## src/rtl/mips_dump_pkg.sv

```systemverilog
// Shared types and constants for the MIPS debug state-dump unit.
package mips_dump_pkg;

  typedef enum logic [1:0] {
    ST_IDLE   = 2'd0,
    ST_REGS   = 2'd1,
    ST_IMEM   = 2'd2,
    ST_FOOTER = 2'd3
  } state_t;

  typedef enum logic [1:0] {
    TAG_REG    = 2'b00,
    TAG_IMEM   = 2'b01,
    TAG_FOOTER = 2'b10
  } tag_t;

  localparam logic [31:0] SENTINEL = 32'hFFFF_FFFF;
  localparam int          IDX_W    = 16;

endpackage

```

## src/rtl/mips_dump_outreg.sv

```systemverilog
// Output holding register for the dump stream: loads a new word on request,
// otherwise holds, so the sink sees stable data while it applies backpressure.
module mips_dump_outreg
  import mips_dump_pkg::*;
#(
  parameter int DATA_W = 32
) (
  input  logic              clk,
  input  logic              rst,
  input  logic              ld,
  input  logic              ld_valid,
  input  logic [DATA_W-1:0] ld_data,
  input  tag_t              ld_tag,
  input  logic [IDX_W-1:0]  ld_index,
  output logic              out_valid,
  output logic [DATA_W-1:0] out_data,
  output tag_t              out_tag,
  output logic [IDX_W-1:0]  out_index
);

  logic              vld_p1;
  logic [DATA_W-1:0] data_p1;
  tag_t              tag_p1;
  logic [IDX_W-1:0]  idx_p1;

  // Stage p1: presented word; data is cleared on reset too, since every
  // output must read zero after reset.
  always_ff @(posedge clk) begin
    if (!rst) begin
      vld_p1  <= 1'b0;
      data_p1 <= '0;
      tag_p1  <= TAG_REG;
      idx_p1  <= '0;
    end else if (ld) begin
      vld_p1  <= ld_valid;
      data_p1 <= ld_data;
      tag_p1  <= ld_tag;
      idx_p1  <= ld_index;
    end
  end

  assign out_valid = vld_p1;
  assign out_data  = data_p1;
  assign out_tag   = tag_p1;
  assign out_index = idx_p1;

endmodule

```

## src/rtl/mips_state_dump.sv

```systemverilog
// Debug readback: streams the register file, then instruction memory, then a
// count/XOR footer. Optional macro DUMP_SENTINEL_STOP_EN ends IMEM at 32'hFFFF_FFFF.
module mips_state_dump
  import mips_dump_pkg::*;
#(
  parameter int NUM_REGS   = 32,
  parameter int IMEM_DEPTH = 64,
  parameter int DATA_W     = 32
) (
  input  logic                          clk,
  input  logic                          rst,
  input  logic                          start,
  output logic                          busy,
  output logic                          done,
  output logic [$clog2(NUM_REGS)-1:0]   rf_raddr,
  input  logic [DATA_W-1:0]             rf_rdata,
  output logic [$clog2(IMEM_DEPTH)-1:0] im_raddr,
  input  logic [DATA_W-1:0]             im_rdata,
  output logic                          out_valid,
  input  logic                          out_ready,
  output logic [DATA_W-1:0]             out_data,
  output logic [1:0]                    out_tag,
  output logic [IDX_W-1:0]              out_index
);

  localparam int RA_W = $clog2(NUM_REGS);
  localparam int IA_W = $clog2(IMEM_DEPTH);
  localparam logic [IDX_W-1:0] LAST_REG = IDX_W'(NUM_REGS - 1);
  localparam logic [IDX_W-1:0] LAST_IM  = IDX_W'(IMEM_DEPTH - 1);

  state_t            state, state_nxt;
  logic [RA_W-1:0]   rf_nxt;
  logic [IA_W-1:0]   im_nxt;
  logic [DATA_W-1:0] csum, csum_nxt, csum_upd;
  logic [IDX_W-1:0]  cnt, cnt_nxt, cnt_upd;
  logic [IDX_W-1:0]  idx_inc;
  logic              done_nxt;
  logic              xfer;
  logic              im_stop;

  logic              ld;
  logic              ld_valid;
  logic [DATA_W-1:0] ld_data;
  tag_t              ld_tag;
  logic [IDX_W-1:0]  ld_index;
  tag_t              tag_q;

`ifdef DUMP_SENTINEL_STOP_EN
  assign im_stop = (im_rdata == DATA_W'(SENTINEL));
`else
  assign im_stop = 1'b0;
`endif

  assign xfer     = out_valid & out_ready;
  // Footer must include the data word being accepted this cycle.
  assign csum_upd = csum ^ out_data;
  assign cnt_upd  = cnt + IDX_W'(1);
  assign idx_inc  = out_index + IDX_W'(1);
  assign busy     = (state != ST_IDLE);
  assign out_tag  = tag_q;

  always_comb begin
    state_nxt = state;
    rf_nxt    = rf_raddr;
    im_nxt    = im_raddr;
    csum_nxt  = csum;
    cnt_nxt   = cnt;
    done_nxt  = 1'b0;
    ld        = 1'b0;
    ld_valid  = 1'b0;
    ld_data   = '0;
    ld_tag    = TAG_REG;
    ld_index  = '0;

    if (xfer && (state == ST_REGS || state == ST_IMEM)) begin
      csum_nxt = csum_upd;
      cnt_nxt  = cnt_upd;
    end

    case (state)
      ST_IDLE: begin
        if (start) begin
          ld        = 1'b1;
          ld_valid  = 1'b1;
          ld_data   = rf_rdata;
          ld_tag    = TAG_REG;
          ld_index  = '0;
          rf_nxt    = RA_W'(1);
          csum_nxt  = '0;
          cnt_nxt   = '0;
          state_nxt = ST_REGS;
        end
      end

      ST_REGS: begin
        if (xfer) begin
          ld       = 1'b1;
          ld_valid = 1'b1;
          if (out_index == LAST_REG) begin
            rf_nxt = '0;
            if (im_stop) begin
              ld_data   = csum_upd;
              ld_tag    = TAG_FOOTER;
              ld_index  = cnt_upd;
              im_nxt    = '0;
              state_nxt = ST_FOOTER;
            end else begin
              ld_data   = im_rdata;
              ld_tag    = TAG_IMEM;
              ld_index  = '0;
              im_nxt    = IA_W'(1);
              state_nxt = ST_IMEM;
            end
          end else begin
            ld_data  = rf_rdata;
            ld_tag   = TAG_REG;
            ld_index = idx_inc;
            rf_nxt   = (idx_inc == LAST_REG) ? '0 : rf_raddr + RA_W'(1);
          end
        end
      end

      ST_IMEM: begin
        if (xfer) begin
          ld       = 1'b1;
          ld_valid = 1'b1;
          if (out_index == LAST_IM || im_stop) begin
            ld_data   = csum_upd;
            ld_tag    = TAG_FOOTER;
            ld_index  = cnt_upd;
            im_nxt    = '0;
            state_nxt = ST_FOOTER;
          end else begin
            ld_data  = im_rdata;
            ld_tag   = TAG_IMEM;
            ld_index = idx_inc;
            im_nxt   = (idx_inc == LAST_IM) ? '0 : im_raddr + IA_W'(1);
          end
        end
      end

      ST_FOOTER: begin
        // Footer accepted: clear the output register back to its idle value.
        if (xfer) begin
          ld        = 1'b1;
          ld_valid  = 1'b0;
          done_nxt  = 1'b1;
          state_nxt = ST_IDLE;
        end
      end

      default: state_nxt = ST_IDLE;
    endcase
  end

  // Stage p0: control state, read addresses, running checksum and count.
  always_ff @(posedge clk) begin
    if (!rst) begin
      state    <= ST_IDLE;
      rf_raddr <= '0;
      im_raddr <= '0;
      csum     <= '0;
      cnt      <= '0;
      done     <= 1'b0;
    end else begin
      state    <= state_nxt;
      rf_raddr <= rf_nxt;
      im_raddr <= im_nxt;
      csum     <= csum_nxt;
      cnt      <= cnt_nxt;
      done     <= done_nxt;
    end
  end

  mips_dump_outreg #(
    .DATA_W (DATA_W)
  ) u_outreg (
    .clk       (clk),
    .rst       (rst),
    .ld        (ld),
    .ld_valid  (ld_valid),
    .ld_data   (ld_data),
    .ld_tag    (ld_tag),
    .ld_index  (ld_index),
    .out_valid (out_valid),
    .out_data  (out_data),
    .out_tag   (tag_q),
    .out_index (out_index)
  );

endmodule

```

## config.mk

```make
export PLATFORM = sky130hd
export DESIGN_NAME = mips_state_dump
export DESIGN_NICKNAME = d
export VERILOG_FILES = /design/src/rtl/mips_dump_pkg.sv /design/src/rtl/mips_dump_outreg.sv /design/src/rtl/mips_state_dump.sv
export SDC_FILE = /design/constraint.sdc
export NUM_CORES = 1
export LEC_CHECK = 0
export CAP_MARGIN = 20
export CELL_PAD_IN_SITES_DETAIL_PLACEMENT = 2
export CELL_PAD_IN_SITES_GLOBAL_PLACEMENT = 2
export CORE_UTILIZATION = 32
export DETAILED_ROUTE_END_ITERATION = 10
export PLACE_DENSITY_LB_ADDON = 0.1
export RECOVER_POWER = 50
export SLEW_MARGIN = 20
export SYNTH_ARGS = -nofsm -noshare
export SYNTH_HDL_FRONTEND = slang
export SYNTH_SLANG_ARGS = --single-unit
```

## constraint.sdc

```tcl
create_clock -name clk -period 5.2 [get_ports clk]
set_input_delay 1.04 -clock clk [delete_from_list [all_inputs] [get_ports clk]]
set_output_delay 1.04 -clock clk [all_outputs]
set_load 0.1 [all_outputs]
```

== Word-level counts from Yosys, hierarchy flattened ==
Cells that the tools add are included.
Operators by class
  add/sub/neg operators: 4
  div/mod/pow operators: 0
  equality and inequality tests: 13
  bitwise operators: 2
  shift-type cells: 0
  multipliers: 0
  muxes and demuxes: 44
  $lt $le $gt $ge: 0
  reductions and logical operators: 12
Operator list (count)
  2-to-1 mux 32 bit: 8
  2-to-1 mux 16 bit: 7
  case mux 32 bit (3 select lines): 1
  adder 16 x 1 -> 16 bit, second input constant: 2
  == test 16 x 5 -> 1 bit, second input constant: 2
  == test 16 x 6 -> 1 bit, second input constant: 2
  case mux 16 bit (2 select lines): 1
  bitwise XOR 32 bit: 1
  2-to-1 mux 6 bit: 5
  2-to-1 mux 5 bit: 4
  2-to-1 mux 2 bit: 8
  case mux 6 bit (2 select lines): 1
  case mux 5 bit (2 select lines): 1
  inequality test 2 bit, second input constant: 4
  case mux 2 bit (4 select lines): 1
  adder 6 x 1 -> 6 bit, second input constant: 1
  AND reduction 6 bit: 1
  nonzero test 2 bit: 3
  adder 5 x 1 -> 5 bit, second input constant: 1
  == test 2 bit, second input constant: 2
  2-to-1 mux 1 bit: 4
  inequality test 2 x 1 -> 1 bit, second input constant: 2
  case mux 2 bit (2 select lines): 1
  AND reduction 4 bit: 1
  other kinds (11): 11
Storage, ports and cells
  RAM bits: 0
  bits in latches: 0
  register bits: 113
  memories: 0
  bits of input ports: 68
  memory bits (read-only): 0

== Longest topological paths before layout ==
Gate-level depths: netlist (run 1).
  depth in word-level cells: 6
  depth in mapped cells: 11
  gate-level depth less buffers: 9

== Hierarchy ==
From an unflattened synthesis (run 1), not the netlist that was laid out.
Unflattened totals
  cell total of the unflattened synthesis: 826
  area, all modules: 6745.2 um^2
By module, submodules not included
  mips_state_dump: area each 4789.6 um^2, cells each 662, sequential area each 1241.2 um^2, instances 1
  mips_dump_outreg: area each 1955.6 um^2, cells each 164, sequential area each 1021.0 um^2, instances 1

== Least setup slack after synthesis (run 1) ==
Ideal clock, no wire load.
  kind: reg-to-reg
  from: reg u_outreg.idx_p1[1] (netlist: u_outreg.out_index[1])
  to: reg u_outreg.idx_p1[10] (netlist: u_outreg.out_index[10])
  library setup time: 128 ps
  stages on the path, launching flop included: 11
  arrival: 2903 ps
  setup slack: 2170 ps
  data required time: 5072 ps
  path through: dfxtp_1 -> ha_1 -> and3_1 -> buf_2 -> nand3_1 -> o21a_1 -> or2_1 -> and2_1 -> buf_2 -> a222oi_1 -> nor2_1
On the way
  cells in the longest elaborated chain, start to end: 4
  elaborated cells on any way between the ends: 8
  those cells by class: add/sub (1); eq/ne (2); mux (5)
RTL lines
  start: declaration: RTL line mips_dump_outreg.sv:24  | logic [IDX_W-1:0] idx_p1;
  start signal: assignment: RTL line mips_dump_outreg.sv:38  | idx_p1 <= ld_index;
  adder 16 x 1 -> 16 bit, or another cell as far along: RTL line mips_state_dump.sv:58  | assign idx_inc = out_index + IDX_W'(1);
  2-to-1 mux 16 bit (on tied branches): RTL line mips_state_dump.sv:127, mips_state_dump.sv:99
  2-to-1 mux 16 bit (on tied branches): RTL line mips_state_dump.sv:124, mips_state_dump.sv:96
  case mux 16 bit (2 select lines) (*): RTL line mips_state_dump.sv:80  | case (state)
Every way passes the cells marked *; elsewhere a longest branch is shown, timed or not.
A chain may end at the register's enable or synchronous reset.

==> flow_metrics.tcl, run 1 <==
set metrics [dict create \
    worstMarginPinSlew_ns 1.50 \
    timing.slew.headroom_pct 0.212 \
    mappedNetlistArea_sq_um 6130 \
    grt_pass1_vias 6926 \
    drtIter0Drc 297 \
    clock_path_buffers 2 \
    globalRouteTotalUtil_pct 23.8 \
    finish.net_count 959 \
    antenna_violating_nets_post_route 0 \
    dr_wl_cell_um 20.0 \
    timing.final.hold_violations 0 \
    insertedDiodeCount 0 \
    num-fill-cells 2102 \
    timing.rr.end "im_raddr[0]$_SDFFE_PN0P_" \
    sequential_cell_area_sq_um 2260 \
    mapped_cells 775 \
    path_max_fanout 29 \
    post_cts_buffers 0 \
    min-delay-start "u_outreg.out_tag[1]$_SDFFE_PN0P_" \
    cts_hold_buffers 0 \
    cellPowerDensity_nw_per_um2 387 \
    ys.warnings.count 0 \
    cts-root-buf "sky130_fd_sc_hd__clkbuf_16" \
    worstPathBufferInverterCount 3 \
    cp.arrival_ns 3.94 \
    critical_path.reg2reg.startpoint "u_outreg.out_index[1]$_SDFFE_PN0P_" \
    timing.critical_path.from_type "input port" \
    clk_pin_slew_worst_paths_ns 0.05 \
    layout_worst_path_cycle_share_pct 69.9 \
    drc_errors 0 \
    hold_path_class "reg2reg" \
    min_delay_worst_endpoint "u_outreg.out_tag[1]$_SDFFE_PN0P_" \
    max_cap_viol 1 \
    htree_levels 4 \
    die_y_um 140 \
    slowest_stage "sky130_fd_sc_hd__clkbuf_1" \
    power_leakage_nw 2.86 \
    area.growth.synth_to_final_pct 32.9 \
    setup-violations-final 0 \
    setup.worst_path.end_class "flip-flop" \
    number_of_distinct_library_cells_after_synthesis 53 \
    detail_route.vias_per_cell 5.48 \
    drive_above_1_share_pct 5.48 \
    grt_setup_unrepaired "no" \
    floorplan.initialDensity_pct 32.7 \
    holdPathStages 2 \
    core-area_sq_um 18800 \
    synth_seq_cells 113 \
    critical_path.cell_chain "dlygate4sd3_1 -> inv_1 -> clkbuf_1 -> nor3_1 -> nand3_1 -> nor2_1 -> o21ai_0 -> nand2_1" \
    critPathTopFamily "buffers and inverters" \
    reg2regPathDepth 8 \
    clock_latency_ns 0.42 \
    number_of_clock_sinks 113 \
    placement.io_buffers 131 \
    die_x_um 140 \
    std_cell_rows 50 \
    finalWeightedCongestion 0.831 \
    final_max_slew_viol_count 0 \
    syn_nets 852 \
    final.setup_skew_ns 0.0120 \
    final_worst_path_period_need_ns 3.64 \
    post_synth.cell_area_avg_sq_um 7.91 \
    detailroute.via_count 6176 \
    r2r_slack_ns 2.05 \
    result_of_the_run "finished with violations" \
    synth_ff_type "sky130_fd_sc_hd__dfxtp_1" \
    p_total_mw 3.16 \
    post_synthesis_async_set_or_reset_flop_share_pct 0 \
    multi_input_comb_area_sq_um 3600 \
    cts_resized 0 \
    overflow 0 \
    wl_um 22500 \
    synth_edf_count 0 \
    grt_pass1_wl_um 36900 \
    vdd.ir_drop.worst_mv 0.234 \
    cts_buffers 17 \
    largest_net_degree_at_the_start_of_global_routing 39 \
    violations_in_the_final_reports "capacitance limit" \
    synth_seq_area_share_pct 36.9 \
    fin_setup_tns_ns 0 \
    critPathRequiredTime_ns 5.50 \
    design.die.area_sq_um 19700 \
    cts_tree "yes" \
    slowest_delay_ns 1.10 \
    max_clk_rate_mhz 275 \
    dp_hpwl_um 15900 \
    top_level_ports 132 \
    timing_worst_setup_path_type "in2reg" \
    grt_antenna_before_repair 0 \
    drtPass1Iterations 5 \
]
cells in the mapped netlist, drive strengths merged (14+ instances only):
cell type / n / area, sq um
a211oi: 20 / 150
a21oi: 29 / 145
a221oi: 35 / 307
buf: 23 / 126
clkbuf: 30 / 113
dfxtp: 113 / 2260
nand2: 101 / 382
nand3: 33 / 165
nor2: 115 / 432
nor3: 14 / 70.1
o21ai: 55 / 275
xnor2: 49 / 429
xor2: 52 / 455
placed cells by master (no fill, tap or decap), drive strengths merged, types with 23 or more instances in the layout:
cell           count
a21oi             29
nor2             115
a221oi            35
nand3             33
dlygate4sd3       42
o21ai             55
xor2              52
dfxtp            113
clkbuf            23
nand2            101
clkdlybuf4s50     89
xnor2             49
cell families after synthesis:
| group | after synthesis | share of synthesized area, % |
|---|---|---|
| muxes | 3 | 0.490 |
| and+or+nand+nor | 327 | 24.7 |
| AOI/OAI and AO/OA | 161 | 17.2 |
| DFF | 113 | 36.9 |
| adders and majority gates | 9 | 1.84 |
| buffers and inverters | 61 | 4.39 |
| xor gates and xnor gates | 101 | 14.4 |
power by group:
part           internal, mW  switching [mW]
Clock                 0.749           0.422
Sequential            0.921          0.0707
Combinational         0.268           0.727
how the worst max path moves through the flow:
stage | cells past startpoint | start | to | slack [ns]
after floorplan | 10 | u_outreg.out_index[1]$_SDFFE_PN0P_ | u_outreg.out_index[10]$_SDFFE_PN0P_ | 2.17
after global placement | 6 | out_ready | u_outreg.out_data[12]$_SDFFE_PN0P_ | 1.63
after detailed placement | 6 | out_ready | u_outreg.out_data[10]$_SDFFE_PN0P_ | 1.53
after CTS | 4 | state[0]$_SDFFE_PN0P_ | busy | 1.70
after global routing | 8 | rst | rf_raddr[3]$_SDFFE_PN0P_ | 1.37
final | 8 | rst | rf_raddr[3]$_SDFFE_PN0P_ | 1.56
layout make-up:
type / count / area share [%]
repair buffers: 141 / 16.9
clock inverters: 10 / 1.34
clock buffers: 21 / 5.89
flip-flops and latches: 113 / 27.8
inverters: 8 / 0.368
multi-input cells: 601 / 44.1
well taps: 234 / 3.59
metal layers:
| metal | track usage [%] | wire length (um) | up-vias |
|---|---|---|---|
| met4 | 7.81 | 313 | 0 |
| met2 | 43.8 | 11600 | 125 |
| li1 | - | - | 2919 |
| met3 | 4.10 | 662 | 21 |
| met5 | 0 | 0 | - |
| met1 | 27.9 | 9960 | 3111 |
flip-flops by register name, summed over array words and instances, names as in the netlist:
name and cells:
u_outreg.out_tag 2, cnt 16, csum 32, rf_raddr 5
u_outreg.out_index 16, im_raddr 6, u_outreg.out_valid 1, u_outreg.out_data 32
done 1, state 2
per-stage QoR:
step | instance area [sq um] | setup WS (ns) | cells | utilization [%] | hold WS [ns]
floorplan | 6130 | 2.17 | 775 | - | 0.453
global placement | 7580 | 1.63 | 1097 | 40.4 | 0.453
detailed placement | 7580 | 1.53 | 1097 | 40.4 | 0.476
CTS | 8170 | 1.70 | 1128 | 43.5 | 0.487
global route | 8150 | 1.37 | 1128 | 43.4 | 0.498
finish | 8150 | 1.56 | 1128 | 43.4 | 0.477
worst min-delay path, delay by kind of cell (launching register included):
family	cells	cell delay [ns]
AO/OA/AOI/OAI	1	0.06
flip-flops	1	0.31
AND/OR/NAND/NOR	1	0.06
No activity file was read; power rests on OpenSTA's default activity.
==> inputs of run 2 (changes only) <==
Settings changed: CORE_UTILIZATION 32 to 29.
Clock period 5.2 ns to 3.56 ns, I/O delays scaled along.
==> flow_metrics.tcl, run 2 (same netlist as run 1, synthesis figures left out) <==
set metrics [dict create \
    drtPass1Iterations 4 \
    post_cts_buffers 0 \
    clk_pin_slew_worst_paths_ns 0.05 \
    antenna_violating_nets_post_route 0 \
    setup.worst_path.end_class "flip-flop" \
    layout_common_cells "114 x sky130_fd_sc_hd__nor2_1, 113 x sky130_fd_sc_hd__dfxtp_1, 105 x sky130_fd_sc_hd__clkdlybuf4s50_1, 101 x sky130_fd_sc_hd__nand2_1, 52 x sky130_fd_sc_hd__xor2_1" \
    layout_worst_path_cycle_share_pct 87.0 \
    timing.slew.headroom_pct 15.8 \
    cts_tree "yes" \
    critical_path.cell_chain "dlygate4sd3_1 -> nand2_1 -> o21ai_0 -> clkbuf_1 -> and2_0 -> o21ai_0 -> nor4_1 -> a21oi_1 -> a21oi_1" \
    critical_path.reg2reg.startpoint "u_outreg.out_index[3]$_SDFFE_PN0P_" \
    std_cell_rows 52 \
    final_max_slew_viol_count 0 \
    sequential_cell_area_sq_um 2260 \
    drtIter0Drc 223 \
    cellPowerDensity_nw_per_um2 576 \
    die_y_um 147 \
    dr_wl_cell_um 19.3 \
    slowest_delay_ns 0.70 \
    drc_errors 0 \
    largest_net_degree_at_the_start_of_global_routing 49 \
    grt_pass1_wl_um 36800 \
    grt_setup_unrepaired "no" \
    setup-violations-final 0 \
    clock_latency_ns 0.42 \
    num-fill-cells 2350 \
    max_cap_viol 0 \
    layout_commonest_cell "sky130_fd_sc_hd__nor2_1" \
    cellInternalPower_mw 2.91 \
    r2r_slack_ns 0.68 \
    max_clk_rate_mhz 323 \
    multi_input_comb_area_sq_um 3610 \
    worstMarginPinSlew_ns 1.27 \
    floorplan.initialDensity_pct 29.9 \
    wl_um 22600 \
    slowest_stage "sky130_fd_sc_hd__dlygate4sd3_1" \
    cts-root-buf "sky130_fd_sc_hd__clkbuf_16" \
    path_max_fanout 8 \
    worstPathBufferInverterCount 2 \
    htree_levels 4 \
    timing_worst_setup_path_type "in2reg" \
    detailroute.via_count 6263 \
    finalWeightedCongestion 0.822 \
    dp_hpwl_um 15800 \
    min-delay-start "u_outreg.out_tag[1]$_SDFFE_PN0P_" \
    design.die.area_sq_um 21700 \
    globalRouteTotalUtil_pct 21.4 \
    cts_hold_buffers 0 \
    holdPathStages 2 \
    switchingPower_mw 1.79 \
    timing.rr.end "u_outreg.out_data[23]$_SDFFE_PN0P_" \
    p_sw_share_pct 38.1 \
    power_leakage_nw 2.74 \
    dpl_worst_slack_ns 0.532 \
    clock_power_share_pct 38.1 \
    cts_buffers 17 \
    area.growth.synth_to_final_pct 32.8 \
    final_worst_path_period_need_ns 3.10 \
    timing.critical_path.from_type "input port" \
    insertedDiodeCount 0 \
    grt_pass1_vias 6854 \
    min_delay_worst_endpoint "u_outreg.out_tag[1]$_SDFFE_PN0P_" \
    die_x_um 147 \
    detail_route.vias_per_cell 5.34 \
    drive_above_1_share_pct 6.21 \
    grt_antenna_before_repair 0 \
    overflow 0 \
    cts_resized 0 \
    finalWorstSetupSlack_ns 0.463 \
    critPathRequiredTime_ns 3.90 \
    result_of_the_run "finished, final reports clean" \
    hold_path_class "reg2reg" \
    power.combinational.fraction_pct 31.1 \
    fin_setup_tns_ns 0 \
    placement.io_buffers 131 \
    finish.net_count 966 \
    core-area_sq_um 20500 \
    final.setup_skew_ns 0.00688 \
    power.sequential.fraction_pct 30.8 \
    top_level_ports 132 \
    clock_path_buffers 2 \
    reg2regPathDepth 7 \
    vdd.ir_drop.worst_mv 0.303 \
    timing.final.hold_violations 0 \
    cp.arrival_ns 3.44 \
    critPathTopFamily "buffers and inverters" \
    number_of_clock_sinks 113 \
]
run 2: power groups by stage:
| stage | combinational, mW | sequential (mW) | clock (mW) |
|---|---|---|---|
| global placement | 1.44 | 1.47 | 0 |
| floorplan | 0.575 | 1.91 | 0 |
| CTS | 1.49 | 1.45 | 1.81 |
| detailed placement | 1.48 | 1.47 | 0 |
| finish | 1.46 | 1.45 | 1.79 |
| global route | 1.55 | 1.46 | 1.87 |
run 2: layout make-up:
cell class / count / area share (%)
clock buffers: 22 / 5.95
clock inverters: 10 / 1.61
inverters: 8 / 0.369
multi-input cells: 601 / 44.3
flip-flops and latches: 113 / 27.8
well taps: 270 / 4.15
repair buffers: 148 / 15.9
run 2: how the worst max path moves through the flow:
stage,startpoint,to,slack [ns],cells past startpoint
floorplan,u_outreg.out_index[1]$_SDFFE_PN0P_,u_outreg.out_index[10]$_SDFFE_PN0P_,0.53,10
global placement,out_ready,u_outreg.out_index[8]$_SDFFE_PN0P_,0.72,8
detailed placement,out_ready,u_outreg.out_index[8]$_SDFFE_PN0P_,0.53,8
CTS,u_outreg.out_index[3]$_SDFFE_PN0P_,rf_raddr[4]$_SDFFE_PN0P_,0.77,7
global route,out_ready,u_outreg.out_index[13]$_SDFFE_PN0P_,0.29,9
finish,out_ready,u_outreg.out_index[13]$_SDFFE_PN0P_,0.46,9
run 2: tightest hold or removal path, delay by kind of cell, from the launching register on:
family | cells | cell delay, ns
compound gates | 1 | 0.05
simple gates | 1 | 0.05
flops | 1 | 0.31
run 2: through the flow:
stage                     area (sq um)  power (mW)  hold WS (ns)  utilization [%]  std cells
after CTS                         8240        4.75         0.466             40.2       1172
after floorplan                   6130        2.49         0.453                -        775
after global routing              8140        4.88         0.480             39.7       1172
final                             8140        4.69         0.462             39.7       1172
after global placement            7620        2.90         0.465             37.2       1140
after detailed placement          7620        2.95         0.456             37.2       1140
run 2: layer usage:
layer  up-vias  track usage, %  share of wire, %
li1       2937               -                 -
met1      3175            26.9                45
met2       127            37.6                50
met3        24            2.99               3.0
met4         0            6.91               1.5
met5         -               0                 0
==> inputs of run 3 (changes only) <==
Settings changed: CORE_MARGIN from default to 1.
==> results of run 3 <==
Final layout, timing and power as in run 2 (identical DEF).
